### src/rtl/axi_rt_pkg.sv
// rtl/axi_rt_pkg.sv - shared types and helpers for the AXI RT response regulator
package axi_rt_pkg;

  typedef enum logic [1:0] {
    IDLE     = 2'd0,
    ACTIVE   = 2'd1,
    DEPLETED = 2'd2
  } rt_resp_state_e;

  localparam int unsigned AxiAddrWidth = 32;
  localparam int unsigned AxiDataWidth = 64;
  localparam int unsigned SatWidth     = 64;

  typedef struct packed {
    logic [AxiAddrWidth-1:0] aw_addr;
    logic                    aw_valid;
    logic [AxiDataWidth-1:0] w_data;
    logic                    w_last;
    logic                    w_valid;
    logic                    b_ready;
    logic [AxiAddrWidth-1:0] ar_addr;
    logic                    ar_valid;
    logic                    r_ready;
  } axi_req_t;

  typedef struct packed {
    logic                    aw_ready;
    logic                    w_ready;
    logic [1:0]              b_resp;
    logic                    b_valid;
    logic                    ar_ready;
    logic [AxiDataWidth-1:0] r_data;
    logic [1:0]              r_resp;
    logic                    r_last;
    logic                    r_valid;
  } axi_resp_t;

  function automatic logic [SatWidth-1:0] sat_sub(input logic [SatWidth-1:0] a,
                                                  input logic [SatWidth-1:0] b);
    return (a > b) ? (a - b) : '0;
  endfunction

endpackage

### src/rtl/axi_rt_resp_counter.sv
// rtl/axi_rt_resp_counter.sv - per-channel period/budget counter, state machine and throttle flag
module axi_rt_resp_counter
  import axi_rt_pkg::*;
#(
  parameter int unsigned PeriodWidth = 32,
  parameter int unsigned BudgetWidth = 32
) (
  input  logic                   clk_i,
  input  logic                   rst_ni,
  input  logic                   enable_i,
  input  logic                   abort_i,
  input  logic                   handshake_i,
  input  logic [BudgetWidth-1:0] cost_i,
  input  logic [BudgetWidth-1:0] budget_i,
  input  logic [PeriodWidth-1:0] period_i,
  output logic [BudgetWidth-1:0] budget_left_o,
  output logic [PeriodWidth-1:0] period_left_o,
  output logic                   throttled_o
);

  localparam logic [PeriodWidth-1:0] PeriodOne = PeriodWidth'(1);

  rt_resp_state_e         state_q, state_d;
  logic [BudgetWidth-1:0] budget_q, budget_d, budget_base;
  logic [PeriodWidth-1:0] period_q, period_d, period_load;
  logic                   refill;

  always_comb begin
    state_d     = state_q;
    budget_d    = budget_q;
    period_d    = period_q;
    refill      = 1'b0;
    budget_base = budget_q;
    period_load = (period_i == '0) ? PeriodOne : period_i;
    if (!enable_i) begin
      state_d  = IDLE;
      budget_d = '0;
      period_d = '0;
    end else begin
      // Leaving IDLE, abort and the last period cycle all load fresh limits;
      // a handshake in that same cycle is charged against the new budget.
      refill      = abort_i || (state_q == IDLE) || (period_q == PeriodOne);
      budget_base = refill ? budget_i : budget_q;
      budget_d    = BudgetWidth'(sat_sub(SatWidth'(budget_base),
                                         handshake_i ? SatWidth'(cost_i) : '0));
      period_d    = refill ? period_load : (period_q - PeriodOne);
      state_d     = (budget_d < cost_i) ? DEPLETED : ACTIVE;
    end
  end

  always_ff @(posedge clk_i) begin
    if (!rst_ni) begin
      state_q  <= IDLE;
      budget_q <= '0;
      period_q <= '0;
    end else begin
      state_q  <= state_d;
      budget_q <= budget_d;
      period_q <= period_d;
    end
  end

  assign budget_left_o = budget_q;
  assign period_left_o = period_q;
  assign throttled_o   = (state_q == DEPLETED);

endmodule

### src/rtl/axi_rt_resp_regulator.sv
// rtl/axi_rt_resp_regulator.sv - response-side (R/B) budget regulator for one AXI subordinate port
// Optional stall statistics outputs: define AXI_RT_RESP_REGULATOR_STATS_EN.
module axi_rt_resp_regulator
  import axi_rt_pkg::*;
#(
  parameter int unsigned DataWidth   = 32,
  parameter int unsigned PeriodWidth = 32,
  parameter int unsigned BudgetWidth = 32,
  parameter type         axi_req_t   = axi_rt_pkg::axi_req_t,
  parameter type         axi_resp_t  = axi_rt_pkg::axi_resp_t
) (
  input  logic                   clk_i,
  input  logic                   rst_ni,
  input  axi_req_t               slv_req_i,
  output axi_resp_t              slv_resp_o,
  output axi_req_t               mst_req_o,
  input  axi_resp_t              mst_resp_i,
  input  logic                   enable_i,
  input  logic                   abort_i,
  input  logic [BudgetWidth-1:0] r_budget_i,
  input  logic [PeriodWidth-1:0] r_period_i,
  input  logic [BudgetWidth-1:0] b_budget_i,
  input  logic [PeriodWidth-1:0] b_period_i,
  output logic [BudgetWidth-1:0] r_budget_left_o,
  output logic [PeriodWidth-1:0] r_period_left_o,
  output logic [BudgetWidth-1:0] b_budget_left_o,
  output logic [PeriodWidth-1:0] b_period_left_o,
  output logic                   r_throttled_o,
  output logic                   b_throttled_o
`ifdef AXI_RT_RESP_REGULATOR_STATS_EN
  ,
  output logic [31:0]            r_stall_cycles_o,
  output logic [31:0]            b_stall_cycles_o
`endif
);

  localparam logic [BudgetWidth-1:0] RCost = BudgetWidth'(DataWidth / 8);
  localparam logic [BudgetWidth-1:0] BCost = BudgetWidth'(1);

  logic r_hs, b_hs;

  // Everything passes through; only the R/B valid/ready pairs are masked.
  always_comb begin
    mst_req_o          = slv_req_i;
    slv_resp_o         = mst_resp_i;
    mst_req_o.r_ready  = slv_req_i.r_ready  & ~r_throttled_o;
    slv_resp_o.r_valid = mst_resp_i.r_valid & ~r_throttled_o;
    mst_req_o.b_ready  = slv_req_i.b_ready  & ~b_throttled_o;
    slv_resp_o.b_valid = mst_resp_i.b_valid & ~b_throttled_o;
  end

  assign r_hs = slv_resp_o.r_valid & slv_req_i.r_ready;
  assign b_hs = slv_resp_o.b_valid & slv_req_i.b_ready;

  axi_rt_resp_counter #(
    .PeriodWidth(PeriodWidth),
    .BudgetWidth(BudgetWidth)
  ) i_r_counter (
    .clk_i        (clk_i),
    .rst_ni       (rst_ni),
    .enable_i     (enable_i),
    .abort_i      (abort_i),
    .handshake_i  (r_hs),
    .cost_i       (RCost),
    .budget_i     (r_budget_i),
    .period_i     (r_period_i),
    .budget_left_o(r_budget_left_o),
    .period_left_o(r_period_left_o),
    .throttled_o  (r_throttled_o)
  );

  axi_rt_resp_counter #(
    .PeriodWidth(PeriodWidth),
    .BudgetWidth(BudgetWidth)
  ) i_b_counter (
    .clk_i        (clk_i),
    .rst_ni       (rst_ni),
    .enable_i     (enable_i),
    .abort_i      (abort_i),
    .handshake_i  (b_hs),
    .cost_i       (BCost),
    .budget_i     (b_budget_i),
    .period_i     (b_period_i),
    .budget_left_o(b_budget_left_o),
    .period_left_o(b_period_left_o),
    .throttled_o  (b_throttled_o)
  );

`ifdef AXI_RT_RESP_REGULATOR_STATS_EN
  // Stall cycles: throttled while the subordinate is holding a response.
  always_ff @(posedge clk_i) begin
    if (!rst_ni || abort_i) begin
      r_stall_cycles_o <= '0;
      b_stall_cycles_o <= '0;
    end else begin
      if (r_throttled_o && mst_resp_i.r_valid && (r_stall_cycles_o != '1))
        r_stall_cycles_o <= r_stall_cycles_o + 32'd1;
      if (b_throttled_o && mst_resp_i.b_valid && (b_stall_cycles_o != '1))
        b_stall_cycles_o <= b_stall_cycles_o + 32'd1;
    end
  end
`endif

endmodule
### config.mk
export PLATFORM = sky130hd
export DESIGN_NAME = axi_rt_resp_regulator
export DESIGN_NICKNAME = d
export VERILOG_FILES = /design/src/rtl/axi_rt_pkg.sv /design/src/rtl/axi_rt_resp_counter.sv /design/src/rtl/axi_rt_resp_regulator.sv
export SDC_FILE = /design/constraint.sdc
export NUM_CORES = 1
export LEC_CHECK = 0
export CORE_AREA = 5 5 259 261
export DETAILED_ROUTE_END_ITERATION = 10
export DIE_AREA = 0 0 264 266
export REMOVE_ABC_BUFFERS = 1
export SYNTH_ARGS = -nofsm -noshare
export SYNTH_HDL_FRONTEND = slang
export SYNTH_SLANG_ARGS = --single-unit
### constraint.sdc
create_clock -name clk_i -period 6.1 [get_ports clk_i]
set_clock_uncertainty 0.05 [all_clocks]
set_input_delay 1.22 -clock clk_i [delete_from_list [all_inputs] [get_ports clk_i]]
set_output_delay 1.22 -clock clk_i [all_outputs]
set_load 0.05 [all_outputs]
# [After elaboration in Yosys (flattened, before gate mapping)]
# Cells that the tools add are included.
[word_totals] in_bits=340 reg_bits=132 output_inout_bits=338
[op_classes] mux=12 bitwise=8 add_sub_neg=4 magnitude_cmp=4 n_eq_ne=4 reduce_logical=9
[ops] operator="32-bit 2-to-1 mux" n=8
[ops] operator="32-bit by 64-bit > comparator with 1-bit output" n=2
[ops] operator="32-bit by 1-bit == test with 1-bit output (second input constant)" n=2
[ops] operator="32-bit zero test" n=2
[ops] operator="32-bit by 1-bit subtractor with 32-bit output (second input constant)" n=2
[ops] operator="32-bit subtractor" n=2
[ops] operator="32-bit by 1-bit less-than comparator with 1-bit output (second input constant)" n=1
[ops] operator="32-bit by 3-bit less-than comparator with 1-bit output (second input constant)" n=1
[ops] operator="1-bit bitwise AND" n=6
[ops] operator="2-bit == test (second input constant)" n=2
[ops] operator="2-bit zero test" n=2
[ops] operator="1-bit logical OR" n=4
[ops] operator="2-bit 2-to-1 mux" n=2
[ops] operator="3-bit 2-to-1 mux" n=1
[ops] operator="1-bit NOT" n=2
[ops] operator="2-bit AND reduction" n=1
[ops] operator="1-bit 2-to-1 mux" n=1

# [Longest topological paths before layout]
# Gate-level depths: netlist (run 1).
[depth] ltp_word=9 depth_mapped=23 mapped_depth_nobuf=18

# [Cells and area by module]
# Synthesis (run 1) repeated with hierarchy kept, for this count alone.
[hier_totals] hier_cells=1715 area_unflattened_um2=13240.2
[modules_own_cells] mod="axi_rt_resp_counter (i_b_counter)" cells_per_inst=744 area_each_um2=5846.9 seq_area_each_um2=1321.3 n_inst=1
[modules_own_cells] mod="axi_rt_resp_counter (i_r_counter)" cells_per_inst=759 area_each_um2=5811.8 seq_area_each_um2=1321.3 n_inst=1
[modules_own_cells] mod="axi_rt_resp_regulator" cells_per_inst=212 area_each_um2=1581.5 seq_area_each_um2=0.0 n_inst=1

# [Least setup slack after synthesis (run 1)]
# Ideal clock, no wire load.
[synth_path] path_type="input-to-reg" startpoint="input port abort_i" endpoint="register i_r_counter.state_q[1]" slack_ps=374 n_path_buf=7 path_stages=20 arrival_ps=5616 required_ps=5990 cell_sequence="nor2_1 -> o21a_1 -> clkbuf_1 -> buf_1 -> buf_1 -> clkbuf_1 -> buf_1 -> mux2i_1 -> ha_1 -> ha_1 -> clkbuf_1 -> nand2_1 -> mux2i_1 -> clkbuf_1 -> o211ai_1 -> xnor2_1 -> o211ai_1 -> or4_1 -> nor3_1 -> a22o_1"
[synth_between] elab_chain_cells=7 elab_cells_between_ends=8 cone_classes="1 x add/sub; 2 x order compare; 3 x mux; 2 x reduce/logical"
[synth_rtl] element="from (decl)" line="axi_rt_resp_regulator.sv:19" text="input logic abort_i,"
[synth_rtl] element="1-bit logical OR (*) (2 in series)" line="axi_rt_resp_counter.sv:42" text="refill = abort_i || (state_q == IDLE) || (period_q == PeriodOne);"
[synth_rtl] element="32-bit 2-to-1 mux (*)" line="axi_rt_resp_counter.sv:43" text="budget_base = refill ? budget_i : budget_q;"
[synth_rtl] element="32-bit by 64-bit > comparator with 1-bit output / 32-bit subtractor (equally long branches)" line="axi_rt_pkg.sv:40" text="return (a > b) ? (a - b) : '0;"
[synth_rtl] element="32-bit 2-to-1 mux (*)" line="axi_rt_pkg.sv:40"
[synth_rtl] element="32-bit by 3-bit less-than comparator with 1-bit output (*)" line="axi_rt_resp_counter.sv:47" text="state_d = (budget_d < cost_i) ? DEPLETED : ACTIVE;"
[synth_rtl] element="2-bit 2-to-1 mux (*)" line="axi_rt_resp_counter.sv:47"
[synth_rtl] element="to (signal assigned)" line="axi_rt_resp_counter.sv:57" text="state_q <= state_d;"
[synth_rtl] element="to (decl)" line="axi_rt_resp_counter.sv:23" text="rt_resp_state_e state_q, state_d;"
# Every way passes the cells marked *; elsewhere a longest branch is shown, timed or not.
# A chain may end at the register's enable or synchronous reset.

# [Worst setup path in the final report (run 1)]
[layout_path] startpoint="input port abort_i" endpoint="register i_b_counter.state_q[0]"
[layout_between] elab_chain_cells=7 elab_cells_between_ends=8 cone_classes="1 x add/sub; 2 x order compare; 3 x mux; 2 x reduce/logical"
[layout_rtl] element="1-bit logical OR (*) (2 in series)" line="axi_rt_resp_counter.sv:42"
[layout_rtl] element="32-bit 2-to-1 mux (*)" line="axi_rt_resp_counter.sv:43"
[layout_rtl] element="32-bit by 64-bit > comparator with 1-bit output / 32-bit subtractor (equally long branches)" line="axi_rt_pkg.sv:40"
[layout_rtl] element="32-bit 2-to-1 mux (*)" line="axi_rt_pkg.sv:40"
[layout_rtl] element="32-bit by 1-bit less-than comparator with 1-bit output (*)" line="axi_rt_resp_counter.sv:47"
[layout_rtl] element="2-bit 2-to-1 mux (*)" line="axi_rt_resp_counter.sv:47"
[layout_rtl] element="to (signal assigned)" line="axi_rt_resp_counter.sv:57"
[layout_rtl] element="to (decl)" line="axi_rt_resp_counter.sv:23"
# Marks and branches as above.

==> results of run 1 <==
## layout make-up
type | count | share of cell area [%]
clock inverters | 13 | 1.135
well taps | 855 | 8.158
inverters | 15 | 0.4293
multi-input cells | 919 | 44.60
diodes | 3 | 0.05725
flip-flops and latches | 132 | 20.15
clock buffers | 19 | 3.454
repair buffers | 295 | 22.02
## stage by stage
| stage | hold slack, ns | setup WS [ns] |
|---|---|---|
| 3_5_place_dp | 0.4167 | 0.3344 |
| 5_1_grt | 0.4546 | 0.4983 |
| 4_1_cts | 0.4289 | 0.7916 |
| 3_3_place_gp | 0.4111 | 0.3061 |
| 6_report | 0.4255 | 0.7549 |
| 2_1_floorplan | 0.6371 | 0.01278 |
## metal layers
| layer | wire [um] | vias to the layer above |
|---|---|---|
| met1 | 30780 | 5056 |
| met4 | 6455 | 26 |
| li1 | - | 4611 |
| met3 | 25180 | 128 |
| met5 | 1343 | - |
| met2 | 43020 | 1108 |
## registers in the layout, summed over array words and instances, names as in the netlist
signal                     flops
i_r_counter.state_q            2
i_b_counter.budget_left_o     32
i_b_counter.period_left_o     32
i_r_counter.period_left_o     32
i_b_counter.state_q            2
i_r_counter.budget_left_o     32
## report_power, final
group          total (uW)  switching, uW  internal [uW]
clock                1110            476            629
sequential            963           61.3            901
combinational         754            461            293
## placed cells by master (no fill, tap or decap), types with 4 or more instances in the layout
cell type,instances
a2111oi_0,4
a211oi_1,24
a21oi_1,36
a22oi_1,40
and2_1,13
and3_1,15
buf_4,26
clkbuf_16,17
clkdlybuf4s50_1,269
clkinv_4,4
dfxtp_1,132
ha_1,8
inv_1,15
mux2i_1,55
nand2_1,78
nand2b_1,9
nand3_1,23
nand4_1,19
nand4b_1,4
nor2_1,186
nor2b_1,8
nor3_1,62
nor3b_1,11
nor4_1,64
nor4b_1,6
o211ai_1,6
o21ai_0,19
o31ai_1,4
o41ai_1,6
or2_2,5
or3_1,17
or4_1,17
xnor2_1,74
xor2_1,57
## how the worst max path moves through the flow
stage / to / depth (start not counted) / slack (ns)
2_1_floorplan: i_b_counter.state_q[0]$_SDFF_PN0_ / 13 / 0.01
3_3_place_gp: i_b_counter.state_q[0]$_SDFF_PN0_ / 15 / 0.31
3_5_place_dp: i_b_counter.state_q[0]$_SDFF_PN0_ / 15 / 0.33
4_1_cts: i_b_counter.state_q[0]$_SDFF_PN0_ / 16 / 0.79
5_1_grt: i_b_counter.state_q[0]$_SDFF_PN0_ / 16 / 0.50
6_report: i_b_counter.state_q[0]$_SDFF_PN0_ / 15 / 0.75
## kinds of logic after synthesis
| group | after synthesis | synth area share (%) |
|---|---|---|
| compound gates | 165 | 11.24 |
| xor+xnor | 131 | 11.16 |
| flops | 132 | 25.69 |
| fa+ha+maj | 8 | 0.9733 |
| simple gates | 557 | 27.57 |
| mux | 58 | 5.681 |
| buf+inv | 271 | 17.69 |
## worst max-delay path, stage by stage
cell	delay, ns
clkdlybuf4s50_1	0.59
or2_2	0.41
nor2_4	0.13
mux2i_1	0.21
ha_1	0.22
or4b_2	0.70
nor4_1	0.29
nand4b_1	0.21
xor2_1	0.18
mux2i_1	0.10
nor4_1	0.50
nand4_1	0.16
nor4_1	0.38
nand4_1	0.16
and2b_1	0.19
==> impl_metrics.csv, run 1 <==
group,metric,value,unit
logic_synthesis,synth.largest_area_cell,"dfxtp_1",
route,drt_wl_total,106800,um
logic_synthesis,synthCells,1322,
global_route,overflow,0,
cells_and_area,syn_to_final_growth,27.51,%
logic_synthesis,postSynth.asyncResetShare,0,%
worst_setup_path,r2r-end,"i_b_counter.state_q[0]$_SDFF_PN0_",
clock_network,cts_hold_buffers,0,
route,drt_pass1_iterations,5,
timing,relSlewSlack,21.79,%
clock_network,clk_pin_slew,0.07,ns
timing,fin_crit_sh,87.63,%
min_path,min_to,"i_r_counter.budget_left_o[1]$_SDFF_PP0_",
global_route,grt_pass1_wl,130000,um
route,avgViaCountPerCell,4.855,
floorplanning,num_rows,93,
global_route,track_usage,28.98,%
clock_network,clockBufferDepth,2,
placement,hpwl,94740,um
logic_synthesis,synth.top_cell.area_share,25.69,%
pwr,ir_worst_vdd,0.1831,mV
clock_network,postCtsSetupRepairBufs,0,
cells_and_area,num-nets-final,1728,
clock_network,insertion_delay,0.46,ns
timing,finalSetupViolations,0,
clock_network,cts_tree,"built",
logic_synthesis,seq_area_frac_synth,25.69,%
worst_setup_path,crit_type,"primary input to register",
global_route,use_met3,32.05,%
logic_synthesis,synth_area_leaders,"dfxtp_1 26%, buf_4 15%, nor2_1 6.8%",
cells_and_area,multi_input_area,0.005848,sq mm
worst_setup_path,startpoint_type,"primary input",
min_path,hold_class,"register to register",
timing,fin_crit,5.345,ns
floorplanning,core_area,0.06423,sq mm
pwr,power_leakage,0.004653,uW
timing,fmax,187.1,MHz
worst_setup_path,path_max_fanout,4,
timing,hold_viol,0,
timing,fin_setup_tns,0,ns
logic_synthesis,yosys-top-cells-count,"208 x buf_4, 187 x nor2_1, 132 x dfxtp_1, 79 x nand2_1, 74 x xnor2_1",
route,ant_nets,0,
global_route,grt_start_max_net_pins,70,
floorplanning,die_height,266,um
floorplanning,die-area,0.07022,sq mm
logic_synthesis,yosys_warnings,0,
cells_and_area,nFillCells,7262,
timing,maxSlewViolCount,0,
global_route,grt_util_met2,41.41,%
cells_and_area,final_cell_area,0.01311,sq mm
global_route,grt_pass1_vias,10291,
clock_network,cts.sinks,132,
worst_setup_path,r2r_slack,0.78,ns
floorplanning,io_pins,678,
worst_setup_path,cp.arrival,5.65,ns
clock_network,htree_levels,4,
placement,post_dp_cell_area,0.01250,sq mm
floorplanning,die_x,264,um
job,cap_violations,0,
placement,gp_congestion,1.064,
floorplanning,initial_core_util,16.01,%
worst_setup_path,r2r-start,"i_b_counter.period_left_o[20]$_SDFF_PN0_",
worst_setup_path,endpoint_kind,"register",
min_path,holdPathStages,2,
clock_network,clockRootBuffer,"clkbuf_16",
route,vias,10929,
global_route,antenna_found_initial,4,
worst_setup_path,critPathLaunch,"abort_i",
placement,io_buffers,269,
logic_synthesis,synth_area,0.01028,sq mm
cells_and_area,final_cells,2251,
cells_and_area,final-seq-area,0.002643,sq mm
min_path,worstHoldStart,"i_r_counter.budget_left_o[1]$_SDFF_PP0_",
route,drc,0,
clock_network,post_cts_resized,0,
placement,dp_cells,2216,
pwr,power,2822,uW
timing,rsz0062_at_grt,"false",
logic_synthesis,syn_area_per_cell,7.780,sq um
global_route,grt_use_met1,24.51,%
cells_and_area,postLayoutCoreUtil,20.42,%
route,wl_per_cell,47.44,um
logic_synthesis,synthDistinctLibCells,68,
clock_network,cts_inserted_buffers,17,
cells_and_area,drive_gt1_share,5.887,%
status,outcome,"finished, final reports clean",
worst_setup_path,cp.required,6.41,ns
logic_synthesis,ys_seq_elements,132,
logic_synthesis,yosys_most_used_dff,"dfxtp_1",
logic_synthesis,synth_edf_count,0,
timing,tightestPinTransition,1.162,ns
pwr,cellPowerDensity,215.2,mW/mm^2
route,drtIter0Drc,1118,
worst_setup_path,r2r.worst_path.cells,16,
global_route,gr-max-usage-layer,"met2",
logic_synthesis,yosysMostFrequentCell,"buf_4",
(Power assumes the default switching activity.)
==> inputs of run 2 (changes only) <==
--- a/config.mk
+++ b/config.mk
@@ -9,6 +9,7 @@
 export DETAILED_ROUTE_END_ITERATION = 10
 export DIE_AREA = 0 0 264 266
 export REMOVE_ABC_BUFFERS = 1
+export SETUP_SLACK_MARGIN = 0.15
 export SYNTH_ARGS = -nofsm -noshare
 export SYNTH_HDL_FRONTEND = slang
 export SYNTH_SLANG_ARGS = --single-unit
==> results of run 2 <==
Same layout as run 1: the final DEF is identical, and so are final timing and power.
==> inputs of run 3 (changes only) <==
--- a/config.mk
+++ b/config.mk
@@ -10,6 +10,7 @@
 export DIE_AREA = 0 0 264 266
 export REMOVE_ABC_BUFFERS = 1
 export SETUP_SLACK_MARGIN = 0.15
+export SLEW_MARGIN = 20
 export SYNTH_ARGS = -nofsm -noshare
 export SYNTH_HDL_FRONTEND = slang
 export SYNTH_SLANG_ARGS = --single-unit
==> results of run 3 <==
Same layout as run 1: the final DEF is identical, and so are final timing and power.
